## src/rtl/alu_scheduler.sv

```systemverilog
// ---------------------------------------------------------------------------
// alu_scheduler
//
// Purpose:
//   Shares a single external combinational ALU between two requesters. Each
//   requester offers an operation (a, b, op) over a valid/ready handshake.
//   A round-robin arbiter picks one requester and latches its operands into
//   the registered ALU inputs. The ALU result is sampled one cycle later and
//   returned to that requester over a registered valid/ready response channel.
//   Only one operation is in flight at a time.
//
// Ports:
//   clk, reset            rising-edge clock, asynchronous active-high reset
//   reqN_valid/ready      request handshake for requester N (N = 0, 1)
//   reqN_a, reqN_b        operands for requester N
//   reqN_op               opcode for requester N
//   rspN_valid/ready      response handshake for requester N
//   rspN_c                registered result for requester N (holds last value)
//   rspN_err              illegal-opcode flag (only with ALU_ILLEGAL_OP_EN)
//   alu_a, alu_b, alu_op  registered operands/opcode driven to the ALU
//   alu_c                 combinational result returned by the ALU
//
// Configuration:
//   ALU_ILLEGAL_OP_EN  when defined, opcodes 110/111 are accepted but never
//                      reach the ALU: alu_op is driven 000, the result is
//                      forced to zero and rspN_err is raised. When undefined,
//                      every opcode is forwarded unchanged and there are no
//                      err ports.
// ---------------------------------------------------------------------------
module alu_scheduler #(
  parameter int WIDTH = 32,
  parameter int OP_W  = 3
) (
  input  logic             clk,
  input  logic             reset,
  // requester 0
  input  logic             req0_valid,
  output logic             req0_ready,
  input  logic [WIDTH-1:0] req0_a,
  input  logic [WIDTH-1:0] req0_b,
  input  logic [OP_W-1:0]  req0_op,
  output logic             rsp0_valid,
  input  logic             rsp0_ready,
  output logic [WIDTH-1:0] rsp0_c,
  // requester 1
  input  logic             req1_valid,
  output logic             req1_ready,
  input  logic [WIDTH-1:0] req1_a,
  input  logic [WIDTH-1:0] req1_b,
  input  logic [OP_W-1:0]  req1_op,
  output logic             rsp1_valid,
  input  logic             rsp1_ready,
  output logic [WIDTH-1:0] rsp1_c,
`ifdef ALU_ILLEGAL_OP_EN
  output logic             rsp0_err,
  output logic             rsp1_err,
`endif
  // shared ALU
  output logic [WIDTH-1:0] alu_a,
  output logic [WIDTH-1:0] alu_b,
  output logic [OP_W-1:0]  alu_op,
  input  logic [WIDTH-1:0] alu_c
);

  typedef enum logic [1:0] {
    S_IDLE = 2'd0,
    S_EXEC = 2'd1,
    S_RESP = 2'd2
  } state_t;

  state_t           state_q,      state_d;
  logic             owner_q,      owner_d;
  logic             last_grant_q, last_grant_d;
  logic [WIDTH-1:0] alu_a_q,      alu_a_d;
  logic [WIDTH-1:0] alu_b_q,      alu_b_d;
  logic [OP_W-1:0]  alu_op_q,     alu_op_d;
  logic             rsp0_valid_q, rsp0_valid_d;
  logic             rsp1_valid_q, rsp1_valid_d;
  logic [WIDTH-1:0] rsp0_c_q,     rsp0_c_d;
  logic [WIDTH-1:0] rsp1_c_q,     rsp1_c_d;
`ifdef ALU_ILLEGAL_OP_EN
  logic             illegal_q,    illegal_d;
  logic             rsp0_err_q,   rsp0_err_d;
  logic             rsp1_err_q,   rsp1_err_d;
  logic             sel_illegal;
`endif

  logic             grant0;
  logic             grant1;
  logic             accept0;
  logic             accept1;
  logic [WIDTH-1:0] sel_a;
  logic [WIDTH-1:0] sel_b;
  logic [OP_W-1:0]  sel_op;
  logic [WIDTH-1:0] exec_result;
  logic             owner_rsp_ready;

  // Round-robin: a lone valid requester always wins; on a tie the requester
  // that was not granted last time wins. last_grant resets to 1 so that
  // requester 0 wins the very first tie.
  always_comb begin
    grant0 = req0_valid & (~req1_valid | last_grant_q);
    grant1 = req1_valid & (~req0_valid | ~last_grant_q);
  end

  // Ready is purely combinational from the current state and the grant, and
  // is masked by reset so nothing can be accepted while reset is asserted.
  always_comb begin
    req0_ready = (state_q == S_IDLE) & grant0 & ~reset;
    req1_ready = (state_q == S_IDLE) & grant1 & ~reset;
    accept0    = req0_valid & req0_ready;
    accept1    = req1_valid & req1_ready;
  end

  // Operand mux for whichever requester is being accepted this cycle.
  always_comb begin
    sel_a  = accept1 ? req1_a  : req0_a;
    sel_b  = accept1 ? req1_b  : req0_b;
    sel_op = accept1 ? req1_op : req0_op;
  end

  // Opcodes 110/111 are the two encodings with both top bits set.
`ifdef ALU_ILLEGAL_OP_EN
  always_comb begin
    sel_illegal = (sel_op[OP_W-1 -: 2] == 2'b11);
  end
`endif

  // Result captured at the end of EXEC; illegal ops never expose ALU output.
  always_comb begin
`ifdef ALU_ILLEGAL_OP_EN
    exec_result = illegal_q ? '0 : alu_c;
`else
    exec_result = alu_c;
`endif
  end

  always_comb begin
    owner_rsp_ready = owner_q ? rsp1_ready : rsp0_ready;
  end

  // Next-state logic for the IDLE -> EXEC -> RESP -> IDLE sequence. Every
  // register holds its value unless a state explicitly updates it, which is
  // what keeps alu_* and rsp*_c stable after a transaction completes.
  always_comb begin
    state_d      = state_q;
    owner_d      = owner_q;
    last_grant_d = last_grant_q;
    alu_a_d      = alu_a_q;
    alu_b_d      = alu_b_q;
    alu_op_d     = alu_op_q;
    rsp0_valid_d = rsp0_valid_q;
    rsp1_valid_d = rsp1_valid_q;
    rsp0_c_d     = rsp0_c_q;
    rsp1_c_d     = rsp1_c_q;
`ifdef ALU_ILLEGAL_OP_EN
    illegal_d    = illegal_q;
    rsp0_err_d   = rsp0_err_q;
    rsp1_err_d   = rsp1_err_q;
`endif

    case (state_q)
      S_IDLE: begin
        if (accept0 | accept1) begin
          alu_a_d      = sel_a;
          alu_b_d      = sel_b;
          owner_d      = accept1;
          last_grant_d = accept1;
          state_d      = S_EXEC;
`ifdef ALU_ILLEGAL_OP_EN
          illegal_d    = sel_illegal;
          alu_op_d     = sel_illegal ? '0 : sel_op;
`else
          alu_op_d     = sel_op;
`endif
        end
      end

      S_EXEC: begin
        state_d = S_RESP;
        if (owner_q) begin
          rsp1_valid_d = 1'b1;
          rsp1_c_d     = exec_result;
`ifdef ALU_ILLEGAL_OP_EN
          rsp1_err_d   = illegal_q;
`endif
        end else begin
          rsp0_valid_d = 1'b1;
          rsp0_c_d     = exec_result;
`ifdef ALU_ILLEGAL_OP_EN
          rsp0_err_d   = illegal_q;
`endif
        end
      end

      S_RESP: begin
        if (owner_rsp_ready) begin
          rsp0_valid_d = 1'b0;
          rsp1_valid_d = 1'b0;
          state_d      = S_IDLE;
        end
      end

      default: begin
        state_d      = S_IDLE;
        rsp0_valid_d = 1'b0;
        rsp1_valid_d = 1'b0;
      end
    endcase
  end

  // Single register bank for the FSM and all of its registered outputs.
  // Asynchronous reset discards any in-flight transaction immediately.
  always_ff @(posedge clk or posedge reset) begin
    if (reset) begin
      state_q      <= S_IDLE;
      owner_q      <= 1'b0;
      last_grant_q <= 1'b1;
      alu_a_q      <= '0;
      alu_b_q      <= '0;
      alu_op_q     <= '0;
      rsp0_valid_q <= 1'b0;
      rsp1_valid_q <= 1'b0;
      rsp0_c_q     <= '0;
      rsp1_c_q     <= '0;
`ifdef ALU_ILLEGAL_OP_EN
      illegal_q    <= 1'b0;
      rsp0_err_q   <= 1'b0;
      rsp1_err_q   <= 1'b0;
`endif
    end else begin
      state_q      <= state_d;
      owner_q      <= owner_d;
      last_grant_q <= last_grant_d;
      alu_a_q      <= alu_a_d;
      alu_b_q      <= alu_b_d;
      alu_op_q     <= alu_op_d;
      rsp0_valid_q <= rsp0_valid_d;
      rsp1_valid_q <= rsp1_valid_d;
      rsp0_c_q     <= rsp0_c_d;
      rsp1_c_q     <= rsp1_c_d;
`ifdef ALU_ILLEGAL_OP_EN
      illegal_q    <= illegal_d;
      rsp0_err_q   <= rsp0_err_d;
      rsp1_err_q   <= rsp1_err_d;
`endif
    end
  end

  always_comb begin
    alu_a      = alu_a_q;
    alu_b      = alu_b_q;
    alu_op     = alu_op_q;
    rsp0_valid = rsp0_valid_q;
    rsp1_valid = rsp1_valid_q;
    rsp0_c     = rsp0_c_q;
    rsp1_c     = rsp1_c_q;
`ifdef ALU_ILLEGAL_OP_EN
    rsp0_err   = rsp0_err_q;
    rsp1_err   = rsp1_err_q;
`endif
  end

endmodule

```

## config.mk

```make
export PLATFORM = sky130hd
export DESIGN_NAME = alu_scheduler
export DESIGN_NICKNAME = d
export VERILOG_FILES = /design/src/rtl/alu_scheduler.sv
export SDC_FILE = /design/constraint.sdc
export NUM_CORES = 1
export LEC_CHECK = 0
export CORE_ASPECT_RATIO = 2
export CORE_MARGIN = 3
export CORE_UTILIZATION = 43
export DETAILED_ROUTE_END_ITERATION = 12
export PLACE_DENSITY = 0.86
export REMOVE_ABC_BUFFERS = 1
export SETUP_SLACK_MARGIN = 0.02
export SLEW_MARGIN = 30
export SYNTH_ARGS = -nofsm -noshare
export SYNTH_HDL_FRONTEND = slang
export SYNTH_SLANG_ARGS = --single-unit
```

## constraint.sdc

```tcl
create_clock -name clk -period 10.8 [get_ports clk]
set_input_delay 3.24 -clock clk [delete_from_list [all_inputs] [get_ports clk]]
set_output_delay 3.24 -clock clk [all_outputs]
set_load 0.03 [all_outputs]
```

# == Word level (Yosys, flattened, before mapping) ==
# Cells that the tools add are included.
# word_totals
regBits,137
latch_bits,0
ramBits,0
rom_bits,0
input_bits,172
out_inout_bits,135
elab_cells,52
mem_count,0
# op_classes
add_sub_neg,0
mul,0
div,0
n_lt_le_gt_ge,0
eq_ne,6
shift,0
muxes,12
n_bitwise,17
n_reduce_logical,7
# ops
op,n
2-to-1 mux 32 bit,2
bitwise AND 1 bit,8
AND reduction 2 bit,4
"inequality test 2 bit, second input constant",3
NOT 1 bit,6
case mux 1 bit (3 select lines),2
case mux 2 bit (3 select lines),1
AND reduction 3 bit,2
2-to-1 mux 1 bit,4
2-to-1 mux 2 bit,2
2-to-1 mux 3 bit,1
bitwise OR 1 bit,3
"equality test 2 x 1 -> 1 bit, second input constant",1
"equality test 2 bit, second input constant",1
logical NOT 2 bit,1
"inequality test 2 x 1 -> 1 bit, second input constant",1

# == Logic depth before layout (Yosys ltp) ==
# logic_depth
depth_word,9
depth_mapped,7
ltp_nobuf,3

# == Least setup slack after synthesis ==
# Ideal clock, no wire load.
# synth_timing
path_type,input to output
startpoint,input port reset
endpoint,output port req1_ready
arrival_time_ps,4296
required_time_ps,7560
setup_slack_ps,3264
cell_stages,3
n_path_buf,1
path_cell_list,or3_1 buf_2 nor2_1
# synth_between
elab_chain_cells,2
# synth_lines
element,line,text
start: declaration,35,"input logic reset,"
NOT 1 bit,110,req1_ready = (state_q == S_IDLE) & grant1 & ~reset;
bitwise AND 1 bit,110,
end: declaration,47,"output logic req1_ready,"
# No other way between the ends.

# == Worst setup path in the final report ==
# layout_timing
startpoint,input port reset
endpoint,output port req0_ready
# layout_between
elab_chain_cells,2
# layout_lines
element,line,text
NOT 1 bit,109,req0_ready = (state_q == S_IDLE) & grant0 & ~reset;
bitwise AND 1 bit,109,
end: declaration,38,"output logic req0_ready,"
# No other way between the ends.

==> flow_summary_export.csv <==
group,metric,value,unit
global_route,grt_usage,25.66,%
timing,min_period_over_period,81.43,%
global_route,grt_antenna_before_repair,0,
timing,worst_pin_slew,0.9696,ns
timing,setup_viol,0,
cts,cts_setup_buffers,0,
die,die_h,173.0,um
drt,firstDrtPassIters,5,
critical_path,arrival,5.55,ns
timing,fin_crit,8.795,ns
critical_path,crit_path_end_kind,"output port",
synthesis,syn_inst,551,
synthesis,ys.flop_type,"dfrtp_1",
placement,io_buffers,306,
synthesis,yosys-top-cells-area,"dfrtp_1 57%, mux2_2 12%, a31oi_1 7.0%, nand3_1 5.7%, a21oi_1 5.6%",
pwr,p_per_area,323.0,nW/um2
layout,nNetsFinal,997,
cts,cts_tree,"done",
timing,slew_headroom,35.23,%
pwr,ir_drop,170.4,uV
die,io_pins,307,
pwr,p_sw,1.332,mW
synthesis,yosys.area.top_type,"dfrtp_1",
drt,drc,0,
layout,antennaDiodeCount,0,
pwr,switching_share,42.41,%
cts,cts.sinks,137,
die,dieArea,15480,um2
synthesis,syn_avg_cell_area,10.88,um2
drt,drt_iter0_drc,370,
drt,ant_nets,0,
min_path,hold_class,"flip-flop to flip-flop",
synthesis,synth-edff-count,0,
global_route,grt_first_pass_wirelength,30810,um
run,cap_violations,0,
timing,skew,0.01130,ns
synthesis,ys_types,26,
die,core-area,13590,um2
cts,hold_buffers,0,
critical_path,cp_max_fo,24,
cts,cts_root_buffer,"clkbuf_16",
timing,max_freq,113.7,MHz
pwr,pwr-share-seq,29.6,%
global_route,grt_pass1_vias,5931,
cts,cts_buffers,17,
timing,slew_viol_final,0,
die,initial_core_util,44.11,%
timing,fin_tns_setup,0,ns
placement,gp_congestion,0.8322,
timing,hold_viol_final,0,
drt,wl,20180,um
layout,n_fill_cell,987,
cts,cts_buffer_depth,2,
synthesis,ys_ff_latch,137,
critical_path,path_class,"primary input to output port",
synthesis,synthesis.area,5993,um2
drt,via_per_inst,5.638,
synthesis,synth-seq-area-share,57.22,%
global_route,grt_max_degree,80,
pwr,p_leak,3.756,nW
synthesis,synth_warnings,0,
timing,rsz0062_at_grt,"no",
die,die_w,89.48,um
layout,syn2layout_area_growth,62.25,%
synthesis,synth_top_area_share,56.78,%
pwr,power_frac_comb,51.7,%
run_status,outcome,"completed",
synthesis,yosysMostFrequentCell,"dfrtp_1",
cts,htreeDepth,4,
critical_path,required,7.56,ns
placement,dpl.hpwl,14400,um
synthesis,synthArstFlopShare,100.0,%
pwr,clock_power_share,18.8,%
critical_path,startpoint_type,"primary input",
drt,wl_per_cell,19.71,um
drt,vias,5773,
synthesis,synth_common_cells,"136 x dfrtp_1, 68 x nand3_1, 67 x a21oi_1, 67 x a31oi_1",
pwr,intPower,1.808,mW
layout,drive_above_1_share,13.37,%
cts,clk_latency,0.41,ns
global_route,grt-ovfl-total,0,
cts,cts_resized,0,
cts,clkSlewWorstSetupHoldPaths,0.06,ns
die,placementRows,60,
timing,worst_hold_slack,0.5017,ns
-- worst max-delay path, stage by stage --
cell and delay, ns:
clkdlybuf4s50_1 0.55, nor3_4 0.74, nand3_1 0.24, inv_1 0.11, clkdlybuf4s50_1 0.67
-- cells in the final DEF (no fill, tap or decap), drive strengths merged, types with 7 or more instances in the layout --
| cell type | count |
|---|---|
| a21oi | 67 |
| a31oi | 67 |
| buf | 7 |
| clkbuf | 18 |
| clkdlybuf4s50 | 306 |
| dfrtp | 136 |
| inv | 11 |
| mux2 | 65 |
| nand3 | 68 |
| o21ai | 68 |
-- power groups by stage --
| stage | Sequential [mW] | Combinational, mW | Clock [mW] |
|---|---|---|---|
| finish | 0.928 | 1.62 | 0.589 |
| global route | 0.953 | 1.71 | 0.615 |
| CTS | 0.927 | 1.63 | 0.594 |
| detailed placement | 0.931 | 1.63 | 0 |
| global placement | 0.917 | 1.59 | 0 |
| floorplan | 1.40 | 0.401 | 0 |
-- stage by stage --
step | utilization [%] | cell area [um2] | setup WS, ns | std cells | total power, mW
floorplan | - | 5732 | 1.313 | 493 | 1.803
global placement | 66.96 | 9099 | 1.809 | 991 | 2.503
detailed placement | 67.17 | 9128 | 1.732 | 992 | 2.561
CTS | 71.51 | 9717 | 1.729 | 1024 | 3.155
global route | 71.57 | 9724 | 1.907 | 1024 | 3.280
finish | 71.57 | 9724 | 2.005 | 1024 | 3.141
-- layout make-up --
cell class	instances	area [um2]	share of cell area (%)
sequential	137	3430	35.27
timing repair buffer	313	3139	32.28
multi-input combinational	352	2313	23.79
clock buffer	18	429.2	4.413
clock inverter	14	160.2	1.647
inverter	4	20.02	0.2059
tap	186	232.7	2.393
-- path summary, 6_finish.rpt --
check	startpoint	to	slack (ns)	cells past startpoint
max in group asynchronous	reset	rsp1_c[13]$_DFFE_PP0P_	6.30	3
max reg2reg	state_q[0]$_DFFE_PP0P_	alu_b[22]$_DFFE_PP0P_	8.19	5
min	rsp1_c[2]$_DFFE_PP0P_	rsp1_c[2]$_DFFE_PP0P_	0.50	1
min reg2reg	rsp1_c[2]$_DFFE_PP0P_	rsp1_c[2]$_DFFE_PP0P_	0.50	1
max	reset	req0_ready	2.01	5
min in group asynchronous	reset	rsp1_c[27]$_DFFE_PP0P_	3.38	2
-- cell families (layout without fill, tap and decap cells) --
family / after synthesis / count (layout) / share of synthesized area, %
compound gates: 209 / 209 / 19.19
simple gates: 78 / 78 / 6.764
flops: 137 / 137 / 57.22
buf+inv: 62 / 349 / 4.614
mux: 65 / 65 / 12.21
-- layer usage --
layer,track usage [%],wire length (um),up-vias
li1,-,-,2588
met5,0,0,-
met4,13.85,1090,0
met2,44.30,10770,341
met3,5.818,1410,70
met1,27.99,6908,2774
-- state kept, by name (all words and copies together), names as in the netlist --
register,count
alu_a,32
alu_b,32
rsp0_c,32
rsp1_c,32
alu_op,3
state_q,2
last_grant_q,1
owner_q,1
rsp0_valid,1
rsp1_valid,1
Note: power is estimated with default switching activity, not from simulation.
